--- src/rtl/alu_arbiter_if.sv ---
// Handshake and operand bundle between the two ALU requesters, the shared ALU
// and the response consumer. The arbiter takes the slave view; the
// surrounding environment (requesters, ALU, consumer) takes the master view.
interface alu_arbiter_if #(
  parameter int WIDTH = 32,
  parameter int CTRLW = 4
);
  logic             req0_valid;
  logic             req0_ready;
  logic [WIDTH-1:0] req0_a;
  logic [WIDTH-1:0] req0_b;
  logic [CTRLW-1:0] req0_ctrl;

  logic             req1_valid;
  logic             req1_ready;
  logic [WIDTH-1:0] req1_a;
  logic [WIDTH-1:0] req1_b;
  logic [CTRLW-1:0] req1_ctrl;

  logic [WIDTH-1:0] alu_a;
  logic [WIDTH-1:0] alu_b;
  logic [CTRLW-1:0] alu_control;
  logic [WIDTH-1:0] alu_result;
  logic             alu_zero;

  logic             rsp_valid;
  logic             rsp_ready;
  logic             rsp_id;
  logic [WIDTH-1:0] rsp_result;
  logic             rsp_zero;

  modport slave (
    input  req0_valid, req0_a, req0_b, req0_ctrl,
    output req0_ready,
    input  req1_valid, req1_a, req1_b, req1_ctrl,
    output req1_ready,
    output alu_a, alu_b, alu_control,
    input  alu_result, alu_zero,
    output rsp_valid, rsp_id, rsp_result, rsp_zero,
    input  rsp_ready
  );

  modport master (
    output req0_valid, req0_a, req0_b, req0_ctrl,
    input  req0_ready,
    output req1_valid, req1_a, req1_b, req1_ctrl,
    input  req1_ready,
    input  alu_a, alu_b, alu_control,
    output alu_result, alu_zero,
    input  rsp_valid, rsp_id, rsp_result, rsp_zero,
    output rsp_ready
  );
endinterface

--- src/rtl/alu_arbiter.sv ---
// alu_arbiter: shares one combinational ALU between two requesters.
// Round-robin grant, one issue register feeding the ALU operands and one
// response register returning the result tagged with the requester id.
// Optional build macro ALU_ARB_FIXED_PRIO_EN: req0 always wins a tie
// (req1 may starve; intended for bring-up only).
//
// state | meaning ({iss_valid, rsp_valid})
// EMPTY | 00 nothing in flight
// RESP  | 01 only the response register holds a result
// ISSUE | 10 only the issue register holds an operation
// FULL  | 11 both registers occupied
module alu_arbiter #(
  parameter int WIDTH = 32,
  parameter int CTRLW = 4
) (
  input logic         clk,
  input logic         reset,
  alu_arbiter_if.slave bus
);
  localparam logic [CTRLW-1:0] CTRL_IDLE = CTRLW'(4'b1010);

  typedef enum logic [1:0] {
    EMPTY = 2'b00,
    RESP  = 2'b01,
    ISSUE = 2'b10,
    FULL  = 2'b11
  } occ_t;

  occ_t             state;
  logic             iss_id;
  logic [WIDTH-1:0] iss_a;
  logic [WIDTH-1:0] iss_b;
  logic [CTRLW-1:0] iss_ctrl;
  logic             rsp_id_q;
  logic [WIDTH-1:0] rsp_result_q;
  logic             rsp_zero_q;

  logic iss_valid;
  logic rsp_valid;
  logic adv;
  logic free;
  logic any_valid;
  logic grant;
  logic accept;

  assign iss_valid = state[1];
  assign rsp_valid = state[0];
  assign adv       = iss_valid & (~rsp_valid | bus.rsp_ready);
  assign free      = ~iss_valid | adv;
  assign any_valid = bus.req0_valid | bus.req1_valid;
  assign accept    = free & any_valid;

`ifdef ALU_ARB_FIXED_PRIO_EN
  // Fixed priority: req1 is granted only when req0 is idle
  always_comb begin
    grant = ~bus.req0_valid;
  end
`else
  logic last_grant;

  // Round-robin: a tie goes to the requester not served last
  always_comb begin
    grant = bus.req1_valid;
    if (bus.req0_valid && bus.req1_valid) begin
      grant = ~last_grant;
    end
  end

  // History moves only on an accepted handshake; reset to 1 so req0 wins the first tie
  always_ff @(posedge clk or negedge reset) begin
    if (!reset) begin
      last_grant <= 1'b1;
    end else if (accept) begin
      last_grant <= grant;
    end
  end
`endif

  assign bus.req0_ready = accept & ~grant;
  assign bus.req1_ready = accept & grant;

  // Occupancy FSM plus issue and response registers; an accept overrides the issue-reg clear
  always_ff @(posedge clk or negedge reset) begin
    if (!reset) begin
      state        <= EMPTY;
      iss_id       <= 1'b0;
      iss_a        <= '0;
      iss_b        <= '0;
      iss_ctrl     <= CTRL_IDLE;
      rsp_id_q     <= 1'b0;
      rsp_result_q <= '0;
      rsp_zero_q   <= 1'b0;
    end else begin
      state <= occ_t'({accept | (iss_valid & ~adv), adv | (rsp_valid & ~bus.rsp_ready)});
      if (accept) begin
        iss_id   <= grant;
        iss_a    <= grant ? bus.req1_a    : bus.req0_a;
        iss_b    <= grant ? bus.req1_b    : bus.req0_b;
        iss_ctrl <= grant ? bus.req1_ctrl : bus.req0_ctrl;
      end else if (adv) begin
        // Park the ALU on add 0+0 so its inputs stop toggling while idle
        iss_id   <= 1'b0;
        iss_a    <= '0;
        iss_b    <= '0;
        iss_ctrl <= CTRL_IDLE;
      end
      if (adv) begin
        rsp_id_q     <= iss_id;
        rsp_result_q <= bus.alu_result;
        rsp_zero_q   <= bus.alu_zero;
      end
    end
  end

  assign bus.alu_a       = iss_a;
  assign bus.alu_b       = iss_b;
  assign bus.alu_control = iss_ctrl;
  assign bus.rsp_valid   = rsp_valid;
  assign bus.rsp_id      = rsp_id_q;
  assign bus.rsp_result  = rsp_result_q;
  assign bus.rsp_zero    = rsp_zero_q;
endmodule

--- src/flat_wrapper.sv ---
// flat-port wrapper written by rule: the top's interface ports become plain ports
module alu_arbiter_flat 
#(
  parameter int WIDTH = 32,
  parameter int CTRLW = 4
)
  (clk, reset, bus_req0_valid, bus_req0_a, bus_req0_b, bus_req0_ctrl, bus_req0_ready, bus_req1_valid, bus_req1_a, bus_req1_b, bus_req1_ctrl, bus_req1_ready, bus_alu_a, bus_alu_b, bus_alu_control, bus_alu_result, bus_alu_zero, bus_rsp_valid, bus_rsp_id, bus_rsp_result, bus_rsp_zero, bus_rsp_ready);
  alu_arbiter_if #(.WIDTH(WIDTH), .CTRLW(CTRLW)) bus_i ();
  input logic clk;
  input logic reset;
  input wire logic [$bits(bus_i.req0_valid)-1:0] bus_req0_valid;
  input wire logic [$bits(bus_i.req0_a)-1:0] bus_req0_a;
  input wire logic [$bits(bus_i.req0_b)-1:0] bus_req0_b;
  input wire logic [$bits(bus_i.req0_ctrl)-1:0] bus_req0_ctrl;
  output wire logic [$bits(bus_i.req0_ready)-1:0] bus_req0_ready;
  input wire logic [$bits(bus_i.req1_valid)-1:0] bus_req1_valid;
  input wire logic [$bits(bus_i.req1_a)-1:0] bus_req1_a;
  input wire logic [$bits(bus_i.req1_b)-1:0] bus_req1_b;
  input wire logic [$bits(bus_i.req1_ctrl)-1:0] bus_req1_ctrl;
  output wire logic [$bits(bus_i.req1_ready)-1:0] bus_req1_ready;
  output wire logic [$bits(bus_i.alu_a)-1:0] bus_alu_a;
  output wire logic [$bits(bus_i.alu_b)-1:0] bus_alu_b;
  output wire logic [$bits(bus_i.alu_control)-1:0] bus_alu_control;
  input wire logic [$bits(bus_i.alu_result)-1:0] bus_alu_result;
  input wire logic [$bits(bus_i.alu_zero)-1:0] bus_alu_zero;
  output wire logic [$bits(bus_i.rsp_valid)-1:0] bus_rsp_valid;
  output wire logic [$bits(bus_i.rsp_id)-1:0] bus_rsp_id;
  output wire logic [$bits(bus_i.rsp_result)-1:0] bus_rsp_result;
  output wire logic [$bits(bus_i.rsp_zero)-1:0] bus_rsp_zero;
  input wire logic [$bits(bus_i.rsp_ready)-1:0] bus_rsp_ready;
  assign bus_i.req0_valid = bus_req0_valid;
  assign bus_i.req0_a = bus_req0_a;
  assign bus_i.req0_b = bus_req0_b;
  assign bus_i.req0_ctrl = bus_req0_ctrl;
  assign bus_req0_ready = bus_i.req0_ready;
  assign bus_i.req1_valid = bus_req1_valid;
  assign bus_i.req1_a = bus_req1_a;
  assign bus_i.req1_b = bus_req1_b;
  assign bus_i.req1_ctrl = bus_req1_ctrl;
  assign bus_req1_ready = bus_i.req1_ready;
  assign bus_alu_a = bus_i.alu_a;
  assign bus_alu_b = bus_i.alu_b;
  assign bus_alu_control = bus_i.alu_control;
  assign bus_i.alu_result = bus_alu_result;
  assign bus_i.alu_zero = bus_alu_zero;
  assign bus_rsp_valid = bus_i.rsp_valid;
  assign bus_rsp_id = bus_i.rsp_id;
  assign bus_rsp_result = bus_i.rsp_result;
  assign bus_rsp_zero = bus_i.rsp_zero;
  assign bus_i.rsp_ready = bus_rsp_ready;
  alu_arbiter #(.WIDTH(WIDTH), .CTRLW(CTRLW)) u_core (.clk(clk), .reset(reset), .bus(bus_i));
endmodule
--- config.mk ---
export PLATFORM = sky130hd
export DESIGN_NAME = alu_arbiter_flat
export DESIGN_NICKNAME = d
export VERILOG_FILES = /design/src/rtl/alu_arbiter_if.sv /design/src/rtl/alu_arbiter.sv /design/src/flat_wrapper.sv
export SDC_FILE = /design/constraint.sdc
export NUM_CORES = 1
export LEC_CHECK = 0
export ABC_AREA = 0
export CAP_MARGIN = 25
export CORE_UTILIZATION = 37
export CTS_CLUSTER_DIAMETER = 40
export DETAILED_ROUTE_END_ITERATION = 10
export PLACE_DENSITY = 0.8
export SYNTH_ARGS = -nofsm -noshare
export SYNTH_HDL_FRONTEND = slang
export SYNTH_SLANG_ARGS = --single-unit
--- constraint.sdc ---
create_clock -name clk -period 1.95 [get_ports clk]
set_input_delay 0.2925 -clock clk [delete_from_list [all_inputs] [get_ports clk]]
set_output_delay 0.2925 -clock clk [all_outputs]
set_load 0.02 [all_outputs]
==> results of run 1 <==
## final cells by class
class	count	area (sq um)
clock buffers	12	256.5
well taps	143	178.9
fillers	873	3771
multi-input cells	190	1712
clock inverters	4	50.05
flip-flops and latches	106	2656
repair buffers	300	3038
## power by group through the flow
stage	combinational, mW	clock (mW)	sequential [mW]
detailed placement	2.29	0	2.77
global placement	2.23	0	2.77
global route	2.40	1.97	2.78
finish	2.27	1.85	2.74
floorplan	0.582	0	3.17
CTS	2.29	1.88	2.74
## metrics by stage
stage | hold WS, ns | cell area, sq um | setup WS, ns
2_1_floorplan | -0.003091 | 4513 | 0.2865
3_5_place_dp | 0.3140 | 7572 | -0.2598
5_1_grt | 0.5055 | 7891 | 0.000006439
4_1_cts | 0.4781 | 7886 | 0.04357
3_3_place_gp | 0.3056 | 7572 | -0.2207
6_report | 0.4726 | 7891 | 0.04122
## state kept, by name, indices dropped and copies added, names as in the netlist
| name | cells |
|---|---|
| u_core.bus.rsp_zero | 1 |
| u_core.bus.rsp_result | 32 |
| u_core.bus.alu_b | 32 |
| u_core.state | 2 |
| u_core.last_grant | 1 |
| u_core.bus.alu_control | 4 |
| u_core.bus.rsp_id | 1 |
| u_core.iss_id | 1 |
| u_core.bus.alu_a | 32 |
## repair_timing
item                                   in CTS  in global routing
hold buffers                                1                  0
gates resized for setup                     2                  2
endpoints found under the hold margin      39                  0
setup endpoints to repair                   2                 45
pin swaps                                   0                  0
## cell usage in the layout, fill, tap and decap left out, types with 2 or more instances in the layout
master	Yosys	final
clkdlybuf4s50_1	0	275
clkbuf_16	0	9
dfstp_2	3	3
clkbuf_8	0	2
buf_12	0	7
nor4b_1	2	2
mux2_2	34	34
nand2_1	2	2
clkinvlp_4	0	2
a221o_1	66	66
a21boi_0	66	66
dfrtp_1	103	103
o21ai_0	2	2
buf_4	2	14
o31ai_1	2	2
nor3_1	3	3
nand2b_1	2	2
## final timing paths
path / startpoint / to / slack (ns) / cells after the start
hold / removal: u_core.iss_id / u_core.iss_id / 0.47 / 1
setup reg to reg: u_core.state[1] / u_core.bus.alu_a[20] / 0.24 / 4
max in group asynchronous: reset / u_core.last_grant / 0.85 / 3
min in group asynchronous: reset / u_core.bus.rsp_result[21] / 0.49 / 2
hold reg to reg: u_core.iss_id / u_core.iss_id / 0.47 / 1
setup / recovery: bus_rsp_ready / bus_req0_ready / 0.04 / 4
## logic make-up (layout without fill, tap and decap cells)
family	count (synthesis)	count (layout)	synth area share
flip-flops	106	106	0.5886
buffers and inverters	32	316	0.03354
multiplexers	34	34	0.08484
AND/OR/NAND/NOR	16	16	0.02495
AO/OA/AOI/OAI	140	140	0.2681
## metal layers
layer	track usage	up-vias
met5	0	-
met4	0.1067	0
met3	0.05454	37
met2	0.4029	226
met1	0.2738	2016
li1	-	1851
## worst max-delay path, stage by stage
cell and delay, ns:
clkdlybuf4s50_1 0.48, and3b_1 0.24, nor3b_4 0.26, clkdlybuf4s15_1 0.34
==> flow_summary.ini, run 1 <==
[power_and_ir_drop]
powerDensity_mw_per_mm2 = 870.0
combPwrFrac = 0.331
switching_share = 0.2879
internal-power_mw = 4.888
p_sw_mw = 1.977
peakVddDrop_uv = 414.3
p_clk_frac = 0.270
p_total_mw = 6.865
leakage_nw = 3.204
seq_power_share = 0.399

[logic_synthesis]
synth_edf_count = 0
ys_warn_count = 0
synthTopCellsByArea = dfrtp_1 (57%), a221o_1 (15%), a21boi_0 (11%)
ys_seq_elements = 106
synthArstFlopShare = 1.000
yosys.area.top_type_share = 0.5711
synth_flop_cell = dfrtp_1
synth_area_sq_mm = 0.004513
synth_cell_types = 26
yosys.area.top_type = dfrtp_1
syn_inst = 328
yosys-top-cells-count = dfrtp_1 (103), a21boi_0 (66), a221o_1 (66), mux2_2 (34), clkbuf_1 (14)
synth_seq_area_share = 0.5886
syn_avg_cell_area_sq_um = 13.76
synthesis.nets = 502
yosysMostFrequentCell = dfrtp_1

[timing]
min_period_ns = 1.909
period_share = 0.9789
tns_ns = 0
finClkSkew_ns = 0.009649
max_freq_ghz = 0.5239
slew_viol_final = 0
finalSetupViolCount = 0
tightest_slew_ns = 0.5536
finalHoldViolCount = 0
slew_headroom = 0.6309
rsz0062_at_grt = false

[clock_tree]
post_cts_buffers = 0
clk_latency_ns = 0.34
cts_tree = done
cts_buffer_depth = 2
numCtsBuffers = 9
root_buffer = clkbuf_16
path_clk_slew_ns = 0.07
cts_max_level = 3
cts_num_sinks = 106

[global_routing]
antenna_found_initial = 0
grt_max_degree = 67
groute.usage.overall = 0.2323
grt_pass1_wl_mm = 22.87
grt_pass1_vias = 4463
overflow = 0

[route]
routedLengthMet1_mm = 5.787
highest_layer = met4
via_per_inst = 5.470
vias = 4130
wl_mm = 14.56
met3WireLength_mm = 1.127
wl_met2_mm = 7.171
drc_errors = 0
drtIter0Drc = 287
antenna_left = 0
dr.pass1.iters = 4
wl_per_cell_um = 19.28

[critical_path]
critPathCaptureType = output port
path_class = in -> out
cp_max_fo = 3
cp.required_ns = 1.66
worstSetupStartpointType = input pin
crit_arrival_ns = 1.62

[floorplan]
coreArea_sq_mm = 0.01166
rows = 39
die-width_um = 112.4
initial_core_util = 0.3870
boundaryPins = 279
die_area_sq_mm = 0.01264
fp.dieH_um = 112.4

[final_layout]
diodes = 0
drive_gt1_frac = 0.1275
syn2layout_area_growth_pct = 74.85
final_nets = 781
final_cell_count_no_fill = 755
final_core_util = 0.6766

[placement]
dp_hpwl_mm = 10.73
port_buffers = 278
place.gp.congestion = 0.8020
place_inst = 738

[job]
max_cap_violations = 0

[status]
status = complete, no violations

[hold_path]
hp-class = reg -> reg
Power figures use the tool's default switching activity.
==> run 2: changes to the inputs <==
==> constraint.sdc (replaced) <==
create_clock -name clk -period 1.95 [get_ports clk]
set_input_delay 0.2925 -clock clk [delete_from_list [all_inputs] [get_ports clk]]
set_output_delay 0.2925 -clock clk [all_outputs]
set_load 0.01 [all_outputs]
==> run 2 against run 1 <==
  * Power is 5.6% lower
  * Non-clock buffer count is 2 lower
  * Design area shrank 0.59%
  * Count of clock-buffer cells in the layout rose by 1
  * Via count is 1.3% lower
  * First-iteration DRC count shrank 16%
  * Fmax up 2.0%
  * Largest power group unchanged
==> flow_summary.ini, run 2 (same netlist as run 1, synthesis figures left out) <==
[route]
drc_errors = 0
dr.pass1.iters = 4
via_per_inst = 5.413
drtIter0Drc = 240
wl_per_cell_um = 18.88
wl_mm = 14.21
vias = 4076
antenna_left = 0

[final_layout]
final_core_util = 0.6727
drive_gt1_frac = 0.1197
fillers = 828
syn2layout_area_growth_pct = 73.83
layout_commonest_cell = clkdlybuf4s50_1
final_cell_count_no_fill = 753
layout_common_cells = clkdlybuf4s50_1 (275), dfrtp_1 (103), a21boi_0 (66), a221o_1 (66), mux2_2 (34)
diodes = 0
design_area_sq_mm = 0.007845
final_nets = 779

[global_routing]
antenna_found_initial = 0
groute.usage.overall = 0.2306
grt_pass1_vias = 4398
grt_max_degree = 70
overflow = 0
grt_pass1_wl_mm = 22.69

[clock_tree]
post_cts_buffers = 0
numCtsBuffers = 9
root_buffer = clkbuf_16
cts_max_level = 3
cts_tree = done
cts_num_sinks = 106
cts_buffer_depth = 2
clk_latency_ns = 0.33
path_clk_slew_ns = 0.07

[placement]
pre_cts_ws_ns = -0.2432
place.gp.congestion = 0.7581
place_inst = 736
postPlaceCellArea_sq_mm = 0.007557
dp_hpwl_mm = 10.56
port_buffers = 278

[critical_path]
cp_max_fo = 66
crit_arrival_ns = 2.14
critPathCaptureType = flip-flop
path_class = in -> reg
worstSetupStartpointType = input pin
cp.required_ns = 2.22

[floorplan]
boundaryPins = 279
initial_core_util = 0.3870
die-width_um = 112.4
rows = 39
coreArea_sq_mm = 0.01166
die_area_sq_mm = 0.01264
fp.dieH_um = 112.4

[power_and_ir_drop]
leakage_nw = 3.188
powerDensity_mw_per_mm2 = 825.8
peakVddDrop_uv = 436.7
p_total_mw = 6.478

[timing]
slew_headroom = 0.5142
tightest_slew_ns = 0.7288
rsz0062_at_grt = false
finalHoldViolCount = 0
setup_slack_ns = 0.07903
slew_viol_final = 0
max_freq_ghz = 0.5345
finClkSkew_ns = 0.004894
period_share = 0.9595
min_period_ns = 1.871
finalSetupViolCount = 0

[status]
status = complete, no violations

[job]
max_cap_violations = 0

[hold_path]
hp-class = in -> async
## run 2: power breakdown
| part | switching (mW) | internal, mW | leakage [nW] |
|---|---|---|---|
| Clock | 0.752 | 0.994 | 0.138 |
| Combinational | 0.719 | 1.27 | 1.76 |
| Sequential | 0.195 | 2.55 | 1.29 |
| Total | 1.67 | 4.81 | 3.19 |
## run 2: stage by stage
step	setup TNS, ns	hold WS, ns
2_1_floorplan	0	-0.003091
3_3_place_gp	-12.79	0.2960
3_5_place_dp	-14.70	0.3022
4_1_cts	0	0.4774
5_1_grt	0	0.5025
6_report	0	0.4585
## run 2: path summary, 6_finish.rpt
kind,from,endpoint,slack (ns),cells after the start
min in group clk,u_core.iss_id,u_core.iss_id,0.48,1
worst max-delay path,bus_rsp_ready,u_core.bus.alu_a[25],0.08,5
max in group asynchronous,reset,u_core.bus.alu_control[1],0.85,3
worst max register to register,u_core.state[0],u_core.bus.alu_a[25],0.11,4
worst min register to register,u_core.iss_id,u_core.iss_id,0.48,1
worst min-delay path,reset,u_core.bus.rsp_result[17],0.46,2
## run 2: critical path, cell delays in order
cell             delay [ns]
clkdlybuf4s50_1        0.48
and3b_1                0.23
nor3b_4                0.21
buf_4                  0.59
a221o_1                0.28
## run 2: repair_timing
action	4_1_cts	5_1_grt
resized for setup	2	0
setup endpoints to repair	2	0
hold endpoints to repair	35	0
hold buffers	1	0
## run 2: layer usage
metal,vias up,part of all wire,global-route usage
li1,1842,-,-
met5,-,0,0
met4,0,0.024,0.09244
met3,26,0.088,0.06048
met1,1980,0.40,0.2740
met2,228,0.49,0.3983
## run 2: area by class of cell
type                       instances  area [sq um]  share of cell area
clock buffer                      13         240.2             0.03062
clock inverter                     3         40.04            0.005104
multi-input combinational        190          1712              0.2182
sequential                       106          2656              0.3386
tap                              143         178.9             0.02281
timing repair buffer             298          3018              0.3847
==> run 3: changes to the inputs <==
--- a/config.mk
+++ b/config.mk
@@ -10,7 +10,7 @@
 export CORE_UTILIZATION = 37
 export CTS_CLUSTER_DIAMETER = 40
 export DETAILED_ROUTE_END_ITERATION = 10
-export PLACE_DENSITY = 0.8
+export PLACE_DENSITY = 0.91
 export SYNTH_ARGS = -nofsm -noshare
 export SYNTH_HDL_FRONTEND = slang
 export SYNTH_SLANG_ARGS = --single-unit
==> run 3 against run 2 <==
  * Count of clock-buffer cells in the layout fell by 2
  * Critical path type is now reg -> out
  * Combinational power hardly changed
  * Die area did not move
  * Core utilization down 0.054 points
  * Via count is essentially flat
  * Power is 1.6% higher
  * Critical endpoint is now bus_req0_ready
  * Sequential power about the same
  * Clock power rose by 5%
  * Largest power group unchanged
  * Sequential share of layout area is essentially flat
  * Fmax is 0.20% higher
==> flow_summary.ini, run 3 (same netlist as run 1, synthesis figures left out) <==
[power_and_ir_drop]
seq_power_share = 0.417
powerDensity_mw_per_mm2 = 839.8
combPwrFrac = 0.303
internal-power_mw = 4.850
switching_share = 0.2632
p_sw_mw = 1.733
p_clk_frac = 0.280
leakage_nw = 3.176
peakVddDrop_uv = 388.0

[timing]
finalHoldViolCount = 0
finalSetupViolCount = 0
min_period_ns = 1.867
setup_slack_ns = 0.08273
slew_viol_final = 0
rsz0062_at_grt = false
tns_ns = 0
tightest_slew_ns = 0.5370
slew_headroom = 0.6420
max_freq_ghz = 0.5355
period_share = 0.9576
finClkSkew_ns = 0.008306

[final_layout]
diodes = 0
layout_commonest_cell = clkdlybuf4s50_1
final_cell_count_no_fill = 750
final_core_util = 0.6721
syn2layout_area_growth_pct = 73.69
layout_common_cells = clkdlybuf4s50_1 (275), dfrtp_1 (103), a21boi_0 (66), a221o_1 (66), mux2_2 (34)
design_area_sq_mm = 0.007839
final_nets = 776
drive_gt1_frac = 0.1203

[job]
max_cap_violations = 0

[clock_tree]
cts_num_sinks = 106
cts_buffer_depth = 2
path_clk_slew_ns = 0.07
root_buffer = clkbuf_16
post_cts_buffers = 0
cts_max_level = 3
clk_latency_ns = 0.34
cts_tree = done
numCtsBuffers = 9

[critical_path]
critPathCaptureType = output port
cp_max_fo = 6
path_class = reg -> out
crit_arrival_ns = 1.57
cp.required_ns = 1.66
worstSetupStartpointType = flip-flop

[placement]
pre_cts_ws_ns = -0.2616
postPlaceCellArea_sq_mm = 0.007522
place_inst = 733
dp_hpwl_mm = 10.74
place.gp.congestion = 0.8109
port_buffers = 278

[floorplan]
fp.dieH_um = 112.4
die-width_um = 112.4
rows = 39
boundaryPins = 279
coreArea_sq_mm = 0.01166
initial_core_util = 0.3870
die_area_sq_mm = 0.01264

[route]
drtIter0Drc = 243
antenna_left = 0
vias = 4077
via_per_inst = 5.436
wl_mm = 14.51
wl_per_cell_um = 19.35
drc_errors = 0
dr.pass1.iters = 5

[global_routing]
overflow = 0
groute.usage.overall = 0.2334
grt_pass1_wl_mm = 22.85
grt_max_degree = 67
grt_pass1_vias = 4321
antenna_found_initial = 0

[status]
status = complete, no violations

[hold_path]
hp-class = in -> async
## run 3: changes by cell type in the layout (fill, tap and decap cells not counted)
cell / before / now
buf_12: 7 / 6
buf_4: 13 / 10
buf_6: 0 / 1
clkbuf_1: 4 / 1
clkbuf_8: 0 / 1
clkinv_2: 2 / 0
clkinv_4: 0 / 1
clkinvlp_4: 0 / 2
inv_6: 0 / 1
## run 3: final timing paths
path	start	end	cells after the start	slack [ns]
max in group asynchronous	reset	u_core.bus.alu_b[1]	3	0.83
worst max-delay path	u_core.state[1]	bus_req0_ready	3	0.08
worst min register to register	u_core.iss_id	u_core.iss_id	1	0.48
min in group clk	u_core.iss_id	u_core.iss_id	1	0.48
worst max register to register	u_core.state[1]	u_core.bus.alu_a[19]	4	0.22
worst min-delay path	reset	u_core.bus.rsp_result[13]	2	0.42
## run 3: power by group through the flow
stage / Combinational [mW] / Sequential (mW) / Clock, mW
6_report: 1.99 / 2.75 / 1.84
5_1_grt: 2.11 / 2.79 / 1.99
4_1_cts: 2.01 / 2.75 / 1.89
3_5_place_dp: 2.01 / 2.78 / 0
3_3_place_gp: 1.95 / 2.77 / 0
2_1_floorplan: 0.579 / 2.91 / 0
## run 3: metrics by stage
step           total power [mW]  hold WS [ns]
4_1_cts                   6.650        0.4233
3_3_place_gp              4.718        0.2165
3_5_place_dp              4.784        0.2236
5_1_grt                   6.887        0.4522
6_report                  6.583        0.4235
2_1_floorplan             3.489     -0.003091
## run 3: metal layers
layer / GRT usage / vias up / part of all wire / routed length [um]
met5: 0 / - / 0 / 0
met4: 0.08089 / 0 / 0.021 / 303
met3: 0.06857 / 26 / 0.084 / 1224
met2: 0.4153 / 225 / 0.51 / 7468
met1: 0.2674 / 1991 / 0.38 / 5513
li1: - / 1835 / - / -
## run 3: cell type report
| cell class | count | area, sq um |
|---|---|---|
| fill | 832 | 3824 |
| tap | 143 | 178.9 |
| sequential | 106 | 2656 |
| clock inverter | 5 | 62.56 |
| clock buffer | 11 | 242.7 |
| multi-input combinational | 190 | 1712 |
| timing repair buffer | 295 | 2987 |
## run 3: timing repair
| action | in CTS | in global routing |
|---|---|---|
| setup endpoints to repair | 2 | 4 |
| resized for setup | 2 | 1 |
| hold endpoints to repair | 20 | 0 |
| hold buffers | 1 | 0 |
## run 3: worst max-delay path, cell delays in order, from the launching register on
cell	delay, ns
dfrtp_1	0.43
and3b_1	0.25
nor3b_4	0.23
dlygate4sd2_1	0.34
